$ cat src/rtl/vga_timing_pkg.sv
// Shared definitions for the raster timing generator.
// Holds the mode presets (640x480@60 and 800x600@60), the helpers that
// compute line and frame totals, and the region type that names the
// position within one axis.
// The optional fetch lookahead ports are enabled with the
// VGA_TIMING_LOOKAHEAD_EN macro, which is handled in vga_timing_gen.
package vga_timing_pkg;

  // Order of the regions along each axis: visible area, front porch, sync, back porch.
  typedef enum logic [1:0] {
    REG_ACTIVE = 2'd0,
    REG_FP     = 2'd1,
    REG_SYNC   = 2'd2,
    REG_BP     = 2'd3
  } region_t;

  // 640x480 @ 60 Hz, 25.175 MHz pixel clock, negative syncs
  localparam int VGA640_H_ACTIVE = 640;
  localparam int VGA640_H_FP     = 16;
  localparam int VGA640_H_SYNC   = 96;
  localparam int VGA640_H_BP     = 48;
  localparam int VGA640_V_ACTIVE = 480;
  localparam int VGA640_V_FP     = 10;
  localparam int VGA640_V_SYNC   = 2;
  localparam int VGA640_V_BP     = 33;
  localparam bit VGA640_HS_POL   = 1'b0;
  localparam bit VGA640_VS_POL   = 1'b0;

  // 800x600 @ 60 Hz, 40 MHz pixel clock, positive syncs
  localparam int SVGA800_H_ACTIVE = 800;
  localparam int SVGA800_H_FP     = 40;
  localparam int SVGA800_H_SYNC   = 128;
  localparam int SVGA800_H_BP     = 88;
  localparam int SVGA800_V_ACTIVE = 600;
  localparam int SVGA800_V_FP     = 1;
  localparam int SVGA800_V_SYNC   = 4;
  localparam int SVGA800_V_BP     = 23;
  localparam bit SVGA800_HS_POL   = 1'b1;
  localparam bit SVGA800_VS_POL   = 1'b1;

  function automatic int h_total(input int active, input int fp, input int sync, input int bp);
    return active + fp + sync + bp;
  endfunction

  function automatic int v_total(input int active, input int fp, input int sync, input int bp);
    return active + fp + sync + bp;
  endfunction

endpackage

$ cat src/rtl/vga_axis_counter.sv
// One raster axis: a counter that wraps at ACTIVE+FP+SYNC+BP-1 and
// reports which region the current count lies in.
// Ports:
//   clk, clr  clock; asynchronous active-high reset (count returns to 0)
//   cin       advance enable (pixel tick for H, line wrap for V)
//   cnt       current position, 0..TOTAL-1
//   cout      high when cin is high and the count is about to wrap
//   region    region of cnt (active, front porch, sync, back porch)
module vga_axis_counter
  import vga_timing_pkg::*;
#(
  parameter int ACTIVE = 640,
  parameter int FP     = 16,
  parameter int SYNC   = 96,
  parameter int BP     = 48,
  parameter int W      = 10
) (
  input  logic         clk,
  input  logic         clr,
  input  logic         cin,
  output logic [W-1:0] cnt,
  output logic         cout,
  output region_t      region
);

  localparam int TOTAL = ACTIVE + FP + SYNC + BP;

  if (TOTAL - 1 >= (1 << W)) begin : g_width_check
    $error("vga_axis_counter: TOTAL-1 does not fit in W bits");
  end

  localparam logic [W-1:0] LAST  = W'(TOTAL - 1);
  localparam logic [W-1:0] A_END = W'(ACTIVE);
  localparam logic [W-1:0] F_END = W'(ACTIVE + FP);
  localparam logic [W-1:0] S_END = W'(ACTIVE + FP + SYNC);

  assign cout = cin && (cnt == LAST);

  always_ff @(posedge clk or posedge clr) begin
    if (clr) begin
      cnt <= '0;
    end else if (cin) begin
      cnt <= (cnt == LAST) ? '0 : cnt + W'(1);
    end
  end

  always_comb begin
    region = REG_BP;
    if (cnt < A_END)      region = REG_ACTIVE;
    else if (cnt < F_END) region = REG_FP;
    else if (cnt < S_END) region = REG_SYNC;
  end

endmodule

$ cat src/rtl/vga_timing_gen.sv
// Parametrised raster timing generator.
// A pixel-clock divider produces pix_tick; on each tick the registered
// outputs take the decode of the internal next-position counter (h,v),
// which then advances. All registered outputs therefore describe the same
// pixel and change on the clk following the tick.
// Ports:
//   clk, clr      system clock; asynchronous active-high reset
//   en            run enable; low freezes divider, counters and outputs
//   pix_tick      one-clk pulse per pixel period
//   hsync, vsync  sync outputs, level HS_POL / VS_POL when asserted
//   vidon         (hc,vc) lies in the visible area
//   hc, vc        raster position of the current pixel
//   line_start    one-clk pulse when hc becomes 0
//   frame_start   one-clk pulse when (hc,vc) becomes (0,0)
//   fetch_x/y, fetch_vld  position LEAD ticks ahead and its visibility;
//                 present only when VGA_TIMING_LOOKAHEAD_EN is defined
module vga_timing_gen
  import vga_timing_pkg::*;
#(
  parameter int H_ACTIVE = 640,
  parameter int H_FP     = 16,
  parameter int H_SYNC   = 96,
  parameter int H_BP     = 48,
  parameter int V_ACTIVE = 480,
  parameter int V_FP     = 10,
  parameter int V_SYNC   = 2,
  parameter int V_BP     = 33,
  parameter bit HS_POL   = 1'b0,
  parameter bit VS_POL   = 1'b0,
  parameter int CNT_W    = 10,
  parameter int CLK_DIV  = 1,
  parameter int LEAD     = 2
) (
  input  logic             clk,
  input  logic             clr,
  input  logic             en,
  output logic             pix_tick,
  output logic             hsync,
  output logic             vsync,
  output logic             vidon,
  output logic [CNT_W-1:0] hc,
  output logic [CNT_W-1:0] vc,
  output logic             line_start,
  output logic             frame_start
`ifdef VGA_TIMING_LOOKAHEAD_EN
  ,
  output logic [CNT_W-1:0] fetch_x,
  output logic [CNT_W-1:0] fetch_y,
  output logic             fetch_vld
`endif
);

  localparam int H_TOTAL = h_total(H_ACTIVE, H_FP, H_SYNC, H_BP);
  localparam int V_TOTAL = v_total(V_ACTIVE, V_FP, V_SYNC, V_BP);
  localparam int DIV_W   = (CLK_DIV > 1) ? $clog2(CLK_DIV) : 1;

  if (CLK_DIV < 1) begin : g_div_check
    $error("vga_timing_gen: CLK_DIV must be at least 1");
  end

  localparam logic [DIV_W-1:0] DIV_LAST = DIV_W'(CLK_DIV - 1);

  logic [DIV_W-1:0] div;
  logic [CNT_W-1:0] h, v;
  logic             h_wrap, v_wrap;
  region_t          h_reg, v_reg;
  // Set when the next tick loads column 0 / position (0,0); both start set
  // so the first tick after reset raises both strobes.
  logic             line_pend, frame_pend;

  always_ff @(posedge clk or posedge clr) begin
    if (clr) begin
      div <= '0;
    end else if (en) begin
      div <= (div == DIV_LAST) ? '0 : div + DIV_W'(1);
    end
  end

  // Gated by clr so the tick reads 0 throughout reset even when CLK_DIV=1.
  assign pix_tick = en & ~clr & (div == DIV_LAST);

  vga_axis_counter #(
    .ACTIVE(H_ACTIVE), .FP(H_FP), .SYNC(H_SYNC), .BP(H_BP), .W(CNT_W)
  ) u_h (
    .clk(clk), .clr(clr), .cin(pix_tick), .cnt(h), .cout(h_wrap), .region(h_reg)
  );

  vga_axis_counter #(
    .ACTIVE(V_ACTIVE), .FP(V_FP), .SYNC(V_SYNC), .BP(V_BP), .W(CNT_W)
  ) u_v (
    .clk(clk), .clr(clr), .cin(h_wrap), .cnt(v), .cout(v_wrap), .region(v_reg)
  );

  always_ff @(posedge clk or posedge clr) begin
    if (clr) begin
      hc          <= '0;
      vc          <= '0;
      vidon       <= 1'b0;
      hsync       <= ~HS_POL;
      vsync       <= ~VS_POL;
      line_start  <= 1'b0;
      frame_start <= 1'b0;
      line_pend   <= 1'b1;
      frame_pend  <= 1'b1;
    end else begin
      line_start  <= 1'b0;
      frame_start <= 1'b0;
      if (pix_tick) begin
        hc          <= h;
        vc          <= v;
        vidon       <= (h_reg == REG_ACTIVE) && (v_reg == REG_ACTIVE);
        hsync       <= (h_reg == REG_SYNC) ? HS_POL : ~HS_POL;
        vsync       <= (v_reg == REG_SYNC) ? VS_POL : ~VS_POL;
        line_start  <= line_pend;
        frame_start <= frame_pend;
        line_pend   <= h_wrap;
        frame_pend  <= v_wrap;
      end
    end
  end

`ifdef VGA_TIMING_LOOKAHEAD_EN
  if (LEAD < 1 || LEAD >= H_TOTAL) begin : g_lead_check
    $error("vga_timing_gen: LEAD must satisfy 1 <= LEAD < H_TOTAL");
  end

  localparam logic [CNT_W:0]   HT_S   = (CNT_W + 1)'(H_TOTAL);
  localparam logic [CNT_W:0]   LEAD_S = (CNT_W + 1)'(LEAD);
  localparam logic [CNT_W-1:0] V_LAST = CNT_W'(V_TOTAL - 1);
  localparam logic [CNT_W-1:0] HA_S   = CNT_W'(H_ACTIVE);
  localparam logic [CNT_W-1:0] VA_S   = CNT_W'(V_ACTIVE);

  logic [CNT_W:0]   h_sum;
  logic             h_carry;
  logic [CNT_W-1:0] fx, fy;

  // LEAD < H_TOTAL, so the lookahead crosses at most one line boundary.
  always_comb begin
    h_sum   = {1'b0, h} + LEAD_S;
    h_carry = (h_sum >= HT_S);
    fx      = CNT_W'(h_carry ? (h_sum - HT_S) : h_sum);
    fy      = v;
    if (h_carry) fy = (v == V_LAST) ? '0 : v + CNT_W'(1);
  end

  always_ff @(posedge clk or posedge clr) begin
    if (clr) begin
      fetch_x   <= '0;
      fetch_y   <= '0;
      fetch_vld <= 1'b0;
    end else if (pix_tick) begin
      fetch_x   <= fx;
      fetch_y   <= fy;
      fetch_vld <= (fx < HA_S) && (fy < VA_S);
    end
  end
`endif

endmodule

$ cat config.mk
export PLATFORM = sky130hd
export DESIGN_NAME = vga_timing_gen
export DESIGN_NICKNAME = d
export VERILOG_FILES = /design/src/rtl/vga_timing_pkg.sv /design/src/rtl/vga_axis_counter.sv /design/src/rtl/vga_timing_gen.sv
export SDC_FILE = /design/constraint.sdc
export NUM_CORES = 1
export LEC_CHECK = 0
export CAP_MARGIN = 10
export CORE_UTILIZATION = 48
export DETAILED_ROUTE_END_ITERATION = 7
export HOLD_SLACK_MARGIN = 0.05
export PLACE_DENSITY = 0.74
export SLEW_MARGIN = 20
export SYNTH_ARGS = -nofsm -noshare
export SYNTH_HDL_FRONTEND = slang
export SYNTH_SLANG_ARGS = --single-unit
$ cat constraint.sdc
create_clock -name clk -period 2.3 [get_ports clk]
set_clock_uncertainty 0.2 [all_clocks]
set_input_delay 0.46 -clock clk [delete_from_list [all_inputs] [get_ports clk]]
set_output_delay 0.46 -clock clk [all_outputs]
set_load 0.05 [all_outputs]
### After elaboration in Yosys (flattened, before gate mapping)

Index checks and enable logic that the tools add are counted.

* $add $sub $neg: 3
* multiply operators: 0
* divide/modulo/power cells: 0
* $lt $le $gt $ge: 6
* eq/ne operators: 4
* shift operators: 0
* muxes and demuxes: 13
* bitwise gates (word level): 4
* reductions and logical operators: 5

Operator list (count)
* < comparator 10 bit (second input constant): 3
* < comparator 10 x 9 -> 1 bit (second input constant): 3
* adder 10 x 1 -> 10 bit (second input constant): 2
* == test 10 bit (second input constant): 2
* two-way mux 10 bit: 2
* two-way mux 2 bit: 4
* two-way mux 1 bit: 7
* == test 2 bit (second input constant): 2
* zero test 2 bit: 2
* logical AND 1 bit: 3
* AND 1 bit: 2
* inverter 1 bit: 2
* adder 1 bit (second input constant): 1

* bits in registers: 48
* bits in latches: 0
* memory bits (writable): 0
* memory bits (read-only): 0
* input port bits: 3
* output and inout port bits: 26
* logic and storage cells: 47
* memories: 0

### Longest topological paths before layout

Gate-level depths: netlist of the first run.

* depth after elaboration: 6
* gate-level depth with buffers: 7
* gate-level depth less buffers: 6

### By module

A second synthesis of the first run with hierarchy kept.

* cell total of the unflattened synthesis: 185
* area, all modules: 2317.2 µm²

Modules (own cells, without submodules)
* vga_timing_gen: times used 1, cells an instance 62, area an instance 1104.8 µm², sequential area each 680.7 µm²
* vga_axis_counter at u_v: times used 1, cells an instance 61, area an instance 608.1 µm², sequential area each 250.2 µm²
* vga_axis_counter at u_h: times used 1, cells an instance 62, area an instance 604.3 µm², sequential area each 250.2 µm²

### Worst setup path before layout of the first run

Ideal clock, no wire load.

* kind: input-to-reg
* from: in clr
* to: reg u_v.cnt[9]
* setup time: 0.069 ns
* data arrival time: 1.963 ns
* data required time: 2.031 ns
* path slack: 0.068 ns
* stages: 6
* path buffers: 2
* cells stage by stage: nand2b_1 > buf_4 > or4_4 > buf_6 > or4_1 > nand3_1

* longest elaborated chain between the ends: 4

RTL lines
* start, declared: line vga_timing_gen.sv:35 `input logic clr,`
* inverter 1 bit: line vga_timing_gen.sv:80 `assign pix_tick = en & ~clr & (div == DIV_LAST);`
* AND 1 bit (2 in a row): line vga_timing_gen.sv:80
* logical AND 1 bit: line vga_axis_counter.sv:37 `assign cout = cin && (cnt == LAST);`
* end signal, assigned: line vga_axis_counter.sv:43 `cnt <= (cnt == LAST) ? '0 : cnt + W'(1);`
* end, declared: line vga_axis_counter.sv:21 `output logic [W-1:0] cnt,`

No other way between the ends.
A chain may end at the register's enable or synchronous reset.

### Worst setup path after layout of the first run

* from: in clr
* to: out pix_tick

* longest elaborated chain between the ends: 3

RTL lines
* inverter 1 bit: line vga_timing_gen.sv:80
* AND 1 bit (2 in a row): line vga_timing_gen.sv:80
* end, declared: line vga_timing_gen.sv:37 `output logic pix_tick,`

No other way between the ends.

==> results.cfg, run 1 <==
[placement]
gp_congestion = 0.813
dpl-instance-area_um2 = 2460
hpwl_um = 2860
io_buffers = 28
dpl.cell_count = 295

[cts]
cts_root_buf = clkbuf_8
cts_buffer_depth = 2
cts-htree-levels = 2
numCtsBuffers = 5
worstSkewPairLatency_ns = 0.30
cts_hold_buf = 0
cts_tree = done
clk_pin_slew_ns = 0.09
clkSinkCount = 47

[setup_path]
worstSetupStartpointType = input port
end_kind = output port
slowest_delay_ns = 0.41
timing.rr.start = u_h.cnt[6]
crit_chain = clkdlybuf4s50_1 > nand2b_1 > buf_6 > inv_1 > buf_4
worst-path-buf-inv = 4
crit_fanout = 4
slowest_stage = clkdlybuf4s50_1
timing.rr.end = u_v.cnt[9]
cp.required_ns = 1.64
cp_data_arrival_time_ns = 1.54
cp_top_family = buffers and inverters
criticalPathCategory = input port to output port
r2r_setup_slack_ns = 0.22
rr_worst_depth = 4

[yosys]
ys_top_cells_by_area = dfrtp_1, nand2_1, dfstp_2, xor2_1, nand3_1
synth_cells = 215
async_reset_ff_frac = 1.00
synth-seq-cells = 47
yosysMostFrequentCell = nand2_1
synth_commonest_cells = nand2_1, dfrtp_1, nand3_1, o21ai_0, nor2_1
ys_types = 35
yosysTopAreaCellShare = 0.518
syn_area_um2 = 2080
synth_edf_count = 0
avgSynthCellArea_um2 = 9.65
ys_seq_area_frac = 0.569
syn-num-nets = 221
yosysWarnings = 0
yosys.area.top_type = dfrtp_1
synth_flop_cell = dfrtp_1

[layout]
finalInstanceArea_um2 = 2640
layout.nets = 262
diodes = 0
post_route_cells_drive_above_1_share = 0.140
fin_cells = 307
num-fill-cells = 347
area_growth_pct = 27.1

[global_route]
grt_max_degree = 37
grt_pass1_wl_um = 6880
antenna_found_initial = 0
grt_pass1_vias = 1500
gr-total-overflow = 0
grtUsageTotal = 0.206

[sta]
period_needed_ns = 2.20
drv_slew = 0
rsz0062_at_grt = false
hold_viol = 0
whs_ns = 0.277
slew_headroom = 0.665
finalSetupViolations = 0
timing.final.crit_share = 0.957
tightest_slew_ns = 0.502
max_freq_mhz = 454

[run]
drv_cap = 0

[drt]
viasPerCell = 5.10
vias = 1567
avgRoutedWirePerCell_um = 13.5
firstDrtPassIters = 4
route.detailed.drc = 0
drt-total-wl_um = 4140
drtAntennaViolNets = 0
drt-initial-drc-count = 116

[hold_path]
holdCritPathClass = flop to flop
hold_depth = 2
hold_path_end = vc[3]
hp-start = vc[3]

[die]
initial_utilization = 0.508
core_um2 = 4090
rows = 23
die_y_um = 67.8
io_pins = 29
die_width_um = 67.8
design.die.area_um2 = 4590

[outcome]
outcome = complete, no violations

[pwr]
pwr_density_cell_nw_per_um2 = 830
ir_worst_vdd_mv = 0.361
p_leak_nw = 1.27
==> per-layer routing <==
layer / vias up / wire length (µm) / share of wire / track usage
met5: - / 0 / 0 / 0
met4: 0 / 42 / 0.010 / 0.0931
met3: 4 / 152 / 0.037 / 0.0405
met2: 32 / 1850 / 0.45 / 0.303
met1: 736 / 2090 / 0.50 / 0.291
li1: 795 / - / - / -
==> placed cells by master, fill, tap and decap left out, drive strengths merged, types with 3 or more instances in the layout <==
master and instances:
nand3 9, and3 5, ha 3, buf 20, xnor2 4, nand2b 3, dfrtp 43, nor3 5
xor2 6, nand2 74, clkbuf 6, dfstp 4, or4 3, nor2 7, a31oi 3, clkdlybuf4s50 25
o21ai 9, nand4 6, inv 4
==> worst register-to-register path, cell delays in order (launching register included) <==
cell and delay [ns]:
dfrtp_1 0.45, nand4bb_4 0.27, or4_4 0.49, or4_1 0.52, nand3_1 0.09
==> worst max-delay path by stage <==
stage / slack (ns) / depth (start not counted) / endpoint / from
after global routing: 0.04 / 8 / u_v.cnt[4] / clr
after floorplan: 0.07 / 6 / u_v.cnt[9] / clr
after CTS: 0.01 / 5 / pix_tick / clr
after global placement: -0.14 / 5 / u_v.cnt[9] / clr
final: 0.1 / 5 / pix_tick / clr
after detailed placement: -0.17 / 5 / u_v.cnt[9] / clr
==> flip-flops by register name, summed over array words and instances (netlist names) <==
signal,count
line_pend,1
frame_start,1
hsync,1
u_h.cnt,10
vidon,1
frame_pend,1
u_v.cnt,10
vc,10
hc,10
line_start,1
vsync,1
==> layout make-up <==
class	count	area, µm²	area share
timing repair buffer	45	429	0.163
inverter	5	18.8	0.00712
multi-input combinational	152	813	0.308
tap	50	62.6	0.0237
clock buffer	6	72.6	0.0275
clock inverter	2	60.1	0.0228
sequential	47	1180	0.448
==> repair_timing <==
action                     CTS  global route
setup endpoints to repair    0             1
setup buffers                0             4
gates resized for setup      0             1
==> per-stage QoR <==
step	utilization	worst slack (ns)	TNS [ns]	power [mW]
CTS	0.634	0.0148	0	2.20
global placement	0.602	-0.138	-0.327	1.47
floorplan	-	0.0681	0	1.33
global route	0.645	0.0388	0	2.28
detailed placement	0.602	-0.169	-0.529	1.49
finish	0.645	0.0992	0	2.19
==> power by group <==
part	switching (mW)	leakage, nW	internal (mW)
registers	0.0811	0.595	0.919
clock network	0.278	0.0654	0.434
logic	0.305	0.614	0.171
==> kinds of logic after synthesis <==
family / after synthesis / synth area share
simple gates: 119 / 0.269
mux: 1 / 0.00482
xor+xnor: 10 / 0.0422
compound gates: 19 / 0.0573
buf+inv: 16 / 0.0392
fa+ha+maj: 3 / 0.0181
flops: 47 / 0.569
No activity file was read; power rests on OpenSTA's default activity.
==> run 2, diff against run 1 <==
--- a/config.mk
+++ b/config.mk
@@ -10,7 +10,6 @@
 export DETAILED_ROUTE_END_ITERATION = 7
 export HOLD_SLACK_MARGIN = 0.05
 export PLACE_DENSITY = 0.74
-export SLEW_MARGIN = 20
 export SYNTH_ARGS = -nofsm -noshare
 export SYNTH_HDL_FRONTEND = slang
 export SYNTH_SLANG_ARGS = --single-unit
==> results of run 2 <==
No change in the layout: final DEF, timing and power equal those of run 1.
==> run 3, diff against run 2 <==
--- a/config.mk
+++ b/config.mk
@@ -6,10 +6,10 @@
 export NUM_CORES = 1
 export LEC_CHECK = 0
 export CAP_MARGIN = 10
-export CORE_UTILIZATION = 48
+export CORE_UTILIZATION = 24
 export DETAILED_ROUTE_END_ITERATION = 7
 export HOLD_SLACK_MARGIN = 0.05
-export PLACE_DENSITY = 0.74
+export PLACE_DENSITY = 0.43
 export SYNTH_ARGS = -nofsm -noshare
 export SYNTH_HDL_FRONTEND = slang
 export SYNTH_SLANG_ARGS = --single-unit
==> run 3 against run 2 <==
Worst setup slack improved by 0.018 ns. Flip-flop and latch count unchanged. Via count increased by 1.1%. First-iteration DRC count decreased by 46%. Core utilization decreased by 33 points. Global-route usage decreased by 9.3 points. Register-to-register slack about the same. Largest power group unchanged.
==> results.cfg, run 3 (synthesized netlist as in run 1, its figures left out) <==
[layout]
diodes = 0
post_route_cells_drive_above_1_share = 0.152
num-fill-cells = 880
area_growth_pct = 27.7
layout_commonest_cell = nand2_1
layout_common_cells = nand2_1, dfrtp_1, clkdlybuf4s50_1
fin_cells = 362
multi_input_area_um2 = 813
layout.nets = 262
regArea_um2 = 1180

[drt]
vias = 1584
drt-initial-drc-count = 63
firstDrtPassIters = 4
avgRoutedWirePerCell_um = 12.6
drt-total-wl_um = 4570
route.detailed.drc = 0
drtAntennaViolNets = 0
viasPerCell = 4.38

[die]
io_pins = 29
core_um2 = 8300
initial_utilization = 0.250
rows = 33
die_y_um = 95
design.die.area_um2 = 9030
die_width_um = 95

[setup_path]
r2r_setup_slack_ns = 0.21
crit_fanout = 14
cp_top_family = buffers and inverters
cp_data_arrival_time_ns = 1.52
worst-path-buf-inv = 4
criticalPathCategory = input port to output port
slowest_stage = clkdlybuf4s50_1
cp.required_ns = 1.64
crit_chain = clkdlybuf4s50_1 > nand2b_1 > buf_4 > inv_2 > buf_6
slowest_delay_ns = 0.41
worstSetupStartpointType = input port
end_kind = output port

[run]
drv_cap = 0

[cts]
cts_tree = done
worstSkewPairLatency_ns = 0.30
cts_root_buf = clkbuf_8
cts-htree-levels = 2
clkSinkCount = 47
clk_pin_slew_ns = 0.08
numCtsBuffers = 5
cts_buffer_depth = 2

[sta]
drv_slew = 0
timing.final.crit_share = 0.949
tightest_slew_ns = 0.505
whs_ns = 0.262
period_needed_ns = 2.18
fin_setup_tns_ns = 0
slew_headroom = 0.662
max_freq_mhz = 458
finalSetupViolations = 0
rsz0062_at_grt = false
hold_viol = 0

[global_route]
gr-total-overflow = 0
grt_pass1_wl_um = 7690
grt_pass1_vias = 1592
antenna_found_initial = 0
grtUsageTotal = 0.112
grt_max_degree = 48

[placement]
dpl.cell_count = 354
hpwl_um = 3170
gp_congestion = 0.742
io_buffers = 28

[pwr]
ir_worst_vdd_mv = 0.224
pwr_density_cell_nw_per_um2 = 747
finalPower_mw = 1.98
p_leak_nw = 1.25

[hold_path]
holdCritPathClass = flop to flop

[outcome]
outcome = complete, no violations
run 3: timing repair:
item / 4_1_cts / 5_1_grt
resized for setup: 0 / 2
hold buffers: 0 / 0
endpoints found under the hold margin: 0 / 0
setup buffers: 0 / 0
endpoints found under the setup margin: 0 / 1
run 3: power breakdown:
part / switching (mW) / internal, mW
clock network: 0.289 / 0.212
logic: 0.313 / 0.172
registers: 0.0741 / 0.920
run 3: per-stage QoR:
stage                      util  setup WS (ns)  cell area, µm²
after floorplan               -         0.0681            2080
after global placement    0.308         -0.159            2560
after detailed placement  0.308         -0.159            2560
after CTS                 0.319         0.0104            2650
after global routing      0.319         0.0433            2650
final                     0.319          0.117            2650
run 3: area by class of cell:
cell class / instances / area share
inverters: 5 / 0.00708
clock inverters: 3 / 0.00755
flip-flops and latches: 47 / 0.446
repair buffers: 45 / 0.157
clock buffers: 5 / 0.0260
well taps: 105 / 0.0496
multi-input cells: 152 / 0.307
run 3: worst paths after layout:
kind | endpoint | start | depth (start not counted)
min | line_pend | line_pend | 2
max | pix_tick | clr | 5
max in group asynchronous | line_pend | clr | 4
min reg2reg | line_pend | line_pend | 2
min in group asynchronous | vc[1] | clr | 4
max reg2reg | u_v.cnt[9] | u_h.cnt[6] | 4
run 3: metal layers:
metal / global-route usage / vias up / routed length [µm]
met3: 0.0266 / 6 / 155
met5: 0 / - / 0
met2: 0.167 / 26 / 1920
li1: - / 795 / -
met4: 0.0417 / 0 / 70
met1: 0.158 / 757 / 2420
run 3: worst reg2reg max path, delay by kind of cell, from the launching register on:
kind | cells | cell delay [ns]
flip-flops | 1 | 0.46
AND/OR/NAND/NOR | 4 | 1.37
